## src/rtl/lcm_arb_pkg.sv

```systemverilog
// rtl/lcm_arb_pkg.sv - shared types and constants for the LCM arbiter
package lcm_arb_pkg;
    localparam int DEF_WIDTH = 32;

    typedef enum logic [1:0] {
        IDLE,
        LOAD,
        RUN,
        DONE
    } state_e;

    typedef logic port_idx_t;
endpackage

```

## src/rtl/lcm_arbiter_if.sv

```systemverilog
// rtl/lcm_arbiter_if.sv - per-requester operand/result handshake bundle
interface lcm_arbiter_if #(
    parameter int WIDTH = lcm_arb_pkg::DEF_WIDTH
);
    logic             req;
    logic [WIDTH-1:0] a;
    logic [WIDTH-1:0] b;
    logic             ack;
    logic             done;
    logic [WIDTH-1:0] res;
    logic             ovf;

    modport master (output req, a, b, input ack, done, res, ovf);
    modport slave  (input req, a, b, output ack, done, res, ovf);
endinterface

```

## src/rtl/lcm_iter_core.sv

```systemverilog
// rtl/lcm_iter_core.sv - repeated-addition LCM datapath (cand/mx/mn and detection flags)
module lcm_iter_core
    import lcm_arb_pkg::*;
#(
    parameter int WIDTH = DEF_WIDTH
) (
    input  logic             clk,
    input  logic             rst,
    input  logic             load_i,
    input  logic             step_i,
    input  logic [WIDTH-1:0] a_i,
    input  logic [WIDTH-1:0] b_i,
    output logic             hit_o,
    output logic             ovf_o,
    output logic             zero_o,
    output logic [WIDTH-1:0] cand_o
);
    logic [WIDTH-1:0] mx_q, mx_d;
    logic [WIDTH-1:0] mn_q, mn_d;
    logic [WIDTH-1:0] cand_q, cand_d;
    logic [WIDTH:0]   sum;

    assign sum    = {1'b0, cand_q} + {1'b0, mx_q};
    assign zero_o = (a_i == '0) || (b_i == '0);
    // mn is never zero while stepping; the guard only keeps the modulo defined
    assign hit_o  = (mn_q != '0) && ((cand_q % mn_q) == '0);
    assign ovf_o  = sum[WIDTH];
    assign cand_o = cand_q;

    always_comb begin
        mx_d   = mx_q;
        mn_d   = mn_q;
        cand_d = cand_q;
        if (load_i) begin
            mx_d   = (a_i >= b_i) ? a_i : b_i;
            mn_d   = (a_i >= b_i) ? b_i : a_i;
            cand_d = (a_i >= b_i) ? a_i : b_i;
        end else if (step_i) begin
            cand_d = sum[WIDTH-1:0];
        end
    end

    always_ff @(posedge clk) begin
        if (rst) begin
            mx_q   <= '0;
            mn_q   <= '0;
            cand_q <= '0;
        end else begin
            mx_q   <= mx_d;
            mn_q   <= mn_d;
            cand_q <= cand_d;
        end
    end
endmodule

```

## src/rtl/lcm_arbiter.sv

```systemverilog
// rtl/lcm_arbiter.sv - round-robin sharing of one iterative LCM engine between two requesters
module lcm_arbiter
    import lcm_arb_pkg::*;
#(
    parameter int WIDTH = DEF_WIDTH
) (
    input  logic        clk,
    input  logic        rst,
    lcm_arbiter_if.slave port0,
    lcm_arbiter_if.slave port1,
    output logic        busy
);
    state_e           state_q, state_d;
    port_idx_t        owner_q, owner_d;
    port_idx_t        last_q, last_d;
    logic [WIDTH-1:0] res0_q, res0_d, res1_q, res1_d;
    logic             ovf0_q, ovf0_d, ovf1_q, ovf1_d;

    logic             load, step, hit, ovf, zero;
    logic [WIDTH-1:0] cand, op_a, op_b;

    assign op_a = owner_q ? port1.a : port0.a;
    assign op_b = owner_q ? port1.b : port0.b;

    lcm_iter_core #(.WIDTH(WIDTH)) u_core (
        .clk    (clk),
        .rst    (rst),
        .load_i (load),
        .step_i (step),
        .a_i    (op_a),
        .b_i    (op_b),
        .hit_o  (hit),
        .ovf_o  (ovf),
        .zero_o (zero),
        .cand_o (cand)
    );

    // Results land in the owner's registers on entry to DONE so they are valid with the done pulse
    always_comb begin
        state_d = state_q;
        owner_d = owner_q;
        last_d  = last_q;
        res0_d  = res0_q;
        res1_d  = res1_q;
        ovf0_d  = ovf0_q;
        ovf1_d  = ovf1_q;
        load    = 1'b0;
        step    = 1'b0;
        case (state_q)
            IDLE: begin
                if (port0.req || port1.req) begin
                    state_d = LOAD;
                    if (port0.req && port1.req) owner_d = ~last_q;
                    else                        owner_d = port1.req;
                end
            end
            LOAD: begin
                load = 1'b1;
                if (zero) begin
                    state_d = DONE;
                    if (owner_q) begin res1_d = '0; ovf1_d = 1'b0; end
                    else         begin res0_d = '0; ovf0_d = 1'b0; end
                end else begin
                    state_d = RUN;
                end
            end
            RUN: begin
                if (hit) begin
                    state_d = DONE;
                    if (owner_q) begin res1_d = cand; ovf1_d = 1'b0; end
                    else         begin res0_d = cand; ovf0_d = 1'b0; end
                end else if (ovf) begin
                    state_d = DONE;
                    if (owner_q) begin res1_d = '0; ovf1_d = 1'b1; end
                    else         begin res0_d = '0; ovf0_d = 1'b1; end
                end else begin
                    step = 1'b1;
                end
            end
            DONE: begin
                last_d  = owner_q;
                state_d = IDLE;
            end
            default: state_d = IDLE;
        endcase
    end

    always_ff @(posedge clk) begin
        if (rst) begin
            state_q <= IDLE;
            owner_q <= 1'b0;
            last_q  <= 1'b1;
            res0_q  <= '0;
            res1_q  <= '0;
            ovf0_q  <= 1'b0;
            ovf1_q  <= 1'b0;
        end else begin
            state_q <= state_d;
            owner_q <= owner_d;
            last_q  <= last_d;
            res0_q  <= res0_d;
            res1_q  <= res1_d;
            ovf0_q  <= ovf0_d;
            ovf1_q  <= ovf1_d;
        end
    end

    assign port0.ack  = (state_q == LOAD) && !owner_q;
    assign port1.ack  = (state_q == LOAD) &&  owner_q;
    assign port0.done = (state_q == DONE) && !owner_q;
    assign port1.done = (state_q == DONE) &&  owner_q;
    assign port0.res  = res0_q;
    assign port1.res  = res1_q;
    assign port0.ovf  = ovf0_q;
    assign port1.ovf  = ovf1_q;
    assign busy       = (state_q != IDLE);
endmodule

```

## src/flat_wrapper.sv

```systemverilog
// flat-port wrapper written by rule: the top's interface ports become plain ports
module lcm_arbiter_flat import lcm_arb_pkg::*;
#(
    parameter int WIDTH = DEF_WIDTH
)
  (clk, rst, busy, port0_req, port0_a, port0_b, port0_ack, port0_done, port0_res, port0_ovf, port1_req, port1_a, port1_b, port1_ack, port1_done, port1_res, port1_ovf);
  lcm_arbiter_if #(.WIDTH(WIDTH)) port0_i ();
  lcm_arbiter_if #(.WIDTH(WIDTH)) port1_i ();
  input  logic clk;
  input  logic rst;
  output logic busy;
  input wire logic [$bits(port0_i.req)-1:0] port0_req;
  input wire logic [$bits(port0_i.a)-1:0] port0_a;
  input wire logic [$bits(port0_i.b)-1:0] port0_b;
  output wire logic [$bits(port0_i.ack)-1:0] port0_ack;
  output wire logic [$bits(port0_i.done)-1:0] port0_done;
  output wire logic [$bits(port0_i.res)-1:0] port0_res;
  output wire logic [$bits(port0_i.ovf)-1:0] port0_ovf;
  input wire logic [$bits(port1_i.req)-1:0] port1_req;
  input wire logic [$bits(port1_i.a)-1:0] port1_a;
  input wire logic [$bits(port1_i.b)-1:0] port1_b;
  output wire logic [$bits(port1_i.ack)-1:0] port1_ack;
  output wire logic [$bits(port1_i.done)-1:0] port1_done;
  output wire logic [$bits(port1_i.res)-1:0] port1_res;
  output wire logic [$bits(port1_i.ovf)-1:0] port1_ovf;
  assign port0_i.req = port0_req;
  assign port0_i.a = port0_a;
  assign port0_i.b = port0_b;
  assign port0_ack = port0_i.ack;
  assign port0_done = port0_i.done;
  assign port0_res = port0_i.res;
  assign port0_ovf = port0_i.ovf;
  assign port1_i.req = port1_req;
  assign port1_i.a = port1_a;
  assign port1_i.b = port1_b;
  assign port1_ack = port1_i.ack;
  assign port1_done = port1_i.done;
  assign port1_res = port1_i.res;
  assign port1_ovf = port1_i.ovf;
  lcm_arbiter #(.WIDTH(WIDTH)) u_core (.clk(clk), .rst(rst), .port0(port0_i), .port1(port1_i), .busy(busy));
endmodule
```

## config.mk

```make
export PLATFORM = sky130hd
export DESIGN_NAME = lcm_arbiter_flat
export DESIGN_NICKNAME = d
export VERILOG_FILES = /design/src/rtl/lcm_arb_pkg.sv /design/src/rtl/lcm_arbiter_if.sv /design/src/rtl/lcm_iter_core.sv /design/src/rtl/lcm_arbiter.sv /design/src/flat_wrapper.sv
export SDC_FILE = /design/constraint.sdc
export NUM_CORES = 2
export LEC_CHECK = 0
export CAP_MARGIN = 20
export CORE_MARGIN = 10
export CORE_UTILIZATION = 45
export CTS_CLUSTER_SIZE = 24
export DETAILED_ROUTE_END_ITERATION = 10
export PLACE_DENSITY_LB_ADDON = 0.12
export SYNTH_ARGS = -nofsm -noshare
export SYNTH_HDL_FRONTEND = slang
export SYNTH_HIERARCHICAL = 1
export SYNTH_SLANG_ARGS = --single-unit
```

## constraint.sdc

```tcl
create_clock -name clk -period 133.5 [get_ports clk]
set_input_delay 13.35 -clock clk [delete_from_list [all_inputs] [get_ports clk]]
set_output_delay 13.35 -clock clk [all_outputs]
set_load 0.05 [all_outputs]
```

==> summary.md <==
The flow ran to the end, and the final reports show no timing, DRC or antenna violations. Setup violations remaining at the end of the flow were counted as 0. The slew of the pin with the lowest slew margin is 1.142 ns, and the endpoint arrival time on the critical path is 90.03 ns. The share of synthesized area in the top cell type comes to 18.73%. Setup repair after global routing left no endpoint under its margin.

The total routed wirelength was 176.5 mm. Growth of design area from synthesis to finish: 9.837%. Grouping stages by cell kind, the critical path spends the most delay in compound AO/OA/AOI/OAI gates.

Headroom to the max-slew limit came out at 23.49%. The hold violation count in the final report is 0. The tools report the count of vias placed by the detailed router as 44.78k. STA classifies the critical path startpoint as a flip-flop.

For the cell area after technology mapping, the log shows 40020 um^2. The CTS sink count was 166; the core occupancy in the finished layout was 49.73%. After the last flow step, the layout net total stands at 6443.

In this run, synthesis produced a sequential element count of 166. For this run, the slowest stage of the critical path takes 0.93 ns. The number of setup buffers added after CTS was 0; the die footprint was 101300 um^2. The logs give 88370 um^2 for the placeable core area and 5 for the initial antenna violation count. The tools report the beginning of the worst hold path as u_core/u_core/mx_q[26]$_SDFFE_PP0P_. Counting every net in the synthesized netlist gives 6340.

The first global-routing pass estimated 259.4 mm of wire. The clock reaches the later pin of the worst-skew pair after 0.50 ns. Summed over all nets, the half-perimeter wirelength after detailed placement is 138.2 mm. The H-tree was split into 4 levels.

TritonCTS built the clock tree. The worst setup path is of the reg2reg kind. Buffers placed on the I/O ports in this run total 202. In this run the remaining antenna-violating nets after routing total 0. Dividing the detail-routed wire length by the instance count gives 25.62 um.

The number of global-route vias before repair came out at 41.36k. Tracing the worst setup path back leads to its startpoint at u_core/u_core/mn_q[13]$_SDFFE_PP0P_. The tools report the cell total after placement as 6855. For this run, asynchronously set or reset flops after synthesis account for 0%. The fraction of layout instances using a drive strength above 1 was 6.640%. The tree is rooted in a clkbuf_16. The count of final max-slew check failures was 0; the buffers plus inverters on the worst setup path was 20. The clock period could shrink to 89.62 ns. Entering global routing, the biggest net connects 94 pins.

The total overflow left after global routing is 0. For this run, the total global-route usage over all layers was measured as 32.67%. The logs give 109 for the number of standard-cell rows in the floorplan and 118 for the distinct cell type count after synthesis.

The largest total area in the synthesized netlist belongs to ha_1. The total clock buffers created by CTS is 17. For this run, the number of Yosys warnings is 6. The final worst-path setup slack was 43.88 ns. The total number of cells along the worst setup path came out at 298. The congestion estimate from routability-driven global placement came to 1.047. The average vias per placed instance was 6.500. The clock arrives with 0.02158 ns of skew. The top fanout value on the critical path is 54, and the mean instance size in the synthesized netlist is 7.137 um^2. The cell depth of the worst min-delay path came out at 1.

The final period utilization works out to 67.13%. The slowest stage of the critical path belongs to the cell o31ai_1. For this design the top-level I/O count stands at 203. The run gives 5090 as the violation count after the first detailed-routing iteration. At the placement stage, the worst setup path has a slack of 46.23 ns.

Measured along the y axis, the die boundary spans 318.2 um. For this run, the top clock speed supported by timing is 0.01116 GHz. The tool flagged a number of max-cap violations equal to 0. The synthesized instance count is 5607. Primary flip-flop cell chosen by synthesis mapping: dfxtp_1.

The sequential cell area fraction in the yosys report is 8.305%. The cell that appears most often on the critical path is ha_1. The number of filler cells placed in the layout is 9064. The width of the chip is 318.2 um, and the number of DRC violations after detailed routing is 0. Number of cells traversed by the worst register-to-register path: 298.

The cts-stage hold buffer count came out at 0. Reg-to-reg startpoint: u_core/u_core/mn_q[13]$_SDFFE_PP0P_. Counting flops with a built-in enable in the synthesized netlist gives 0.

The post-cts gate resize count is 0, and the aggregate negative setup slack is 0 ns. The register clock-pin slew on the reported worst setup and hold paths is 0.09 ns, and the data required time at the worst endpoint is 133.90 ns. The tools report the critical path capture point type as a flip-flop. In this run the worst hold path is classified as reg2reg.

The clock passes through at most 2 buffers. For this configuration, the core starts out at a cell density of 45.28%. The first-pass iteration count of the detailed router was 6. By area the synthesized netlist is led by ha_1 19%, dfxtp_1 8.3%, a21oi_1 5.8%. The finished layout holds 6889 standard cells, fillers aside.
==> area by class of cell <==
class                      instances  area (um^2)  area share, %
antenna                            1        2.502       0.005693
inverter                         233        874.6          1.990
clock inverter                    15        182.7         0.4156
timing repair buffer             286         2664          6.061
clock buffer                      17        425.4         0.9679
tap                             1165         1458          3.316
multi-input combinational       5006        35020          79.67
sequential                       166         3327          7.569
==> cells in the final DEF, fill, tap and decap left out, drive strengths merged, types with 90 or more instances in the layout <==
master         netlist  layout
o21ai              327     327
mux2i              106     106
o21a               182     182
nand2b             100     100
ha                 599     599
clkdlybuf4s50        0     201
nand3              105     105
inv                233     234
or3                 90      90
xnor2              221     221
nor2               579     579
xor2               150     150
a21oi              466     466
nor3               157     157
dfxtp              166     166
mux2               112     112
nand2              571     571
a21o               163     163
==> per-stage QoR <==
step	hold WS [ns]	instance area, um^2
3_5_place_dp	0.4461	43310
4_1_cts	0.4650	43920
3_3_place_gp	0.4419	43310
6_report	0.4630	43950
2_1_floorplan	0.4316	40020
5_1_grt	0.4734	43950
==> synth_stat cells (all sizes together) (69+ instances only) <==
master / n
a211oi: 86
a21o: 163
a21oi: 466
a31oi: 86
clkbuf: 149
dfxtp: 166
ha: 599
inv: 233
mux2: 112
mux2i: 106
nand2: 571
nand2b: 100
nand3: 105
nand4: 69
nor2: 579
nor2b: 70
nor3: 157
o21a: 182
o21ai: 327
or3: 90
xnor2: 221
xor2: 150
==> routing by layer <==
metal	GRT usage (%)	wire, um	vias up
li1	-	-	21090
met1	44.01	76320	21010
met2	50.01	74150	2285
met3	7.698	18940	387
met4	11.60	7014	8
met5	0	54	-
==> cell families (layout without fill, tap and decap cells) <==
| kind of cell | count (synthesis) | after routing | synth area share [%] |
|---|---|---|---|
| buffers and inverters | 435 | 551 | 4.343 |
| flip-flops | 166 | 166 | 8.305 |
| AND/OR/NAND/NOR | 1987 | 1987 | 23.65 |
| XOR/XNOR | 371 | 371 | 8.120 |
| adder cells (fa/ha/maj) | 601 | 601 | 18.83 |
| multiplexers | 218 | 218 | 5.803 |
| AO/OA/AOI/OAI | 1829 | 1829 | 30.95 |
| other | 0 | 1 | 0 |
==> sequential cells by signal, indices dropped and copies added, names as in the netlist <==
name                  count
u_core/u_core/mx_q       32
u_core/owner_q            1
u_core/u_core/mn_q       32
u_core/port0.res         32
u_core/port0.ovf          1
u_core/port1.ovf          1
u_core/last_q             1
u_core/u_core/cand_o     32
u_core/state_q            2
u_core/port1.res         32
==> worst register-to-register path: cells and delay by family, from the launching register on <==
kind                       cells  cell delay [ns]
and+or+nand+nor               71            21.04
buffers and inverters         20             5.12
muxes                          7             2.55
AOI/OAI and AO/OA            169            50.23
adders and majority gates     31            10.18
DFF                            1             0.40
==> worst paths after layout <==
path / to / slack [ns]
setup / recovery: u_core/u_core/cand_o[2]$_SDFFE_PP0P_ / 43.88
hold / removal: u_core/u_core/mx_q[26]$_SDFFE_PP0P_ / 0.46
setup reg to reg: u_core/u_core/cand_o[2]$_SDFFE_PP0P_ / 43.88
hold reg to reg: u_core/u_core/mx_q[26]$_SDFFE_PP0P_ / 0.46
Power is left out: the tool's default activity adds up to more than one toggle a clock period on the data nets, which glitch-free logic cannot reach.
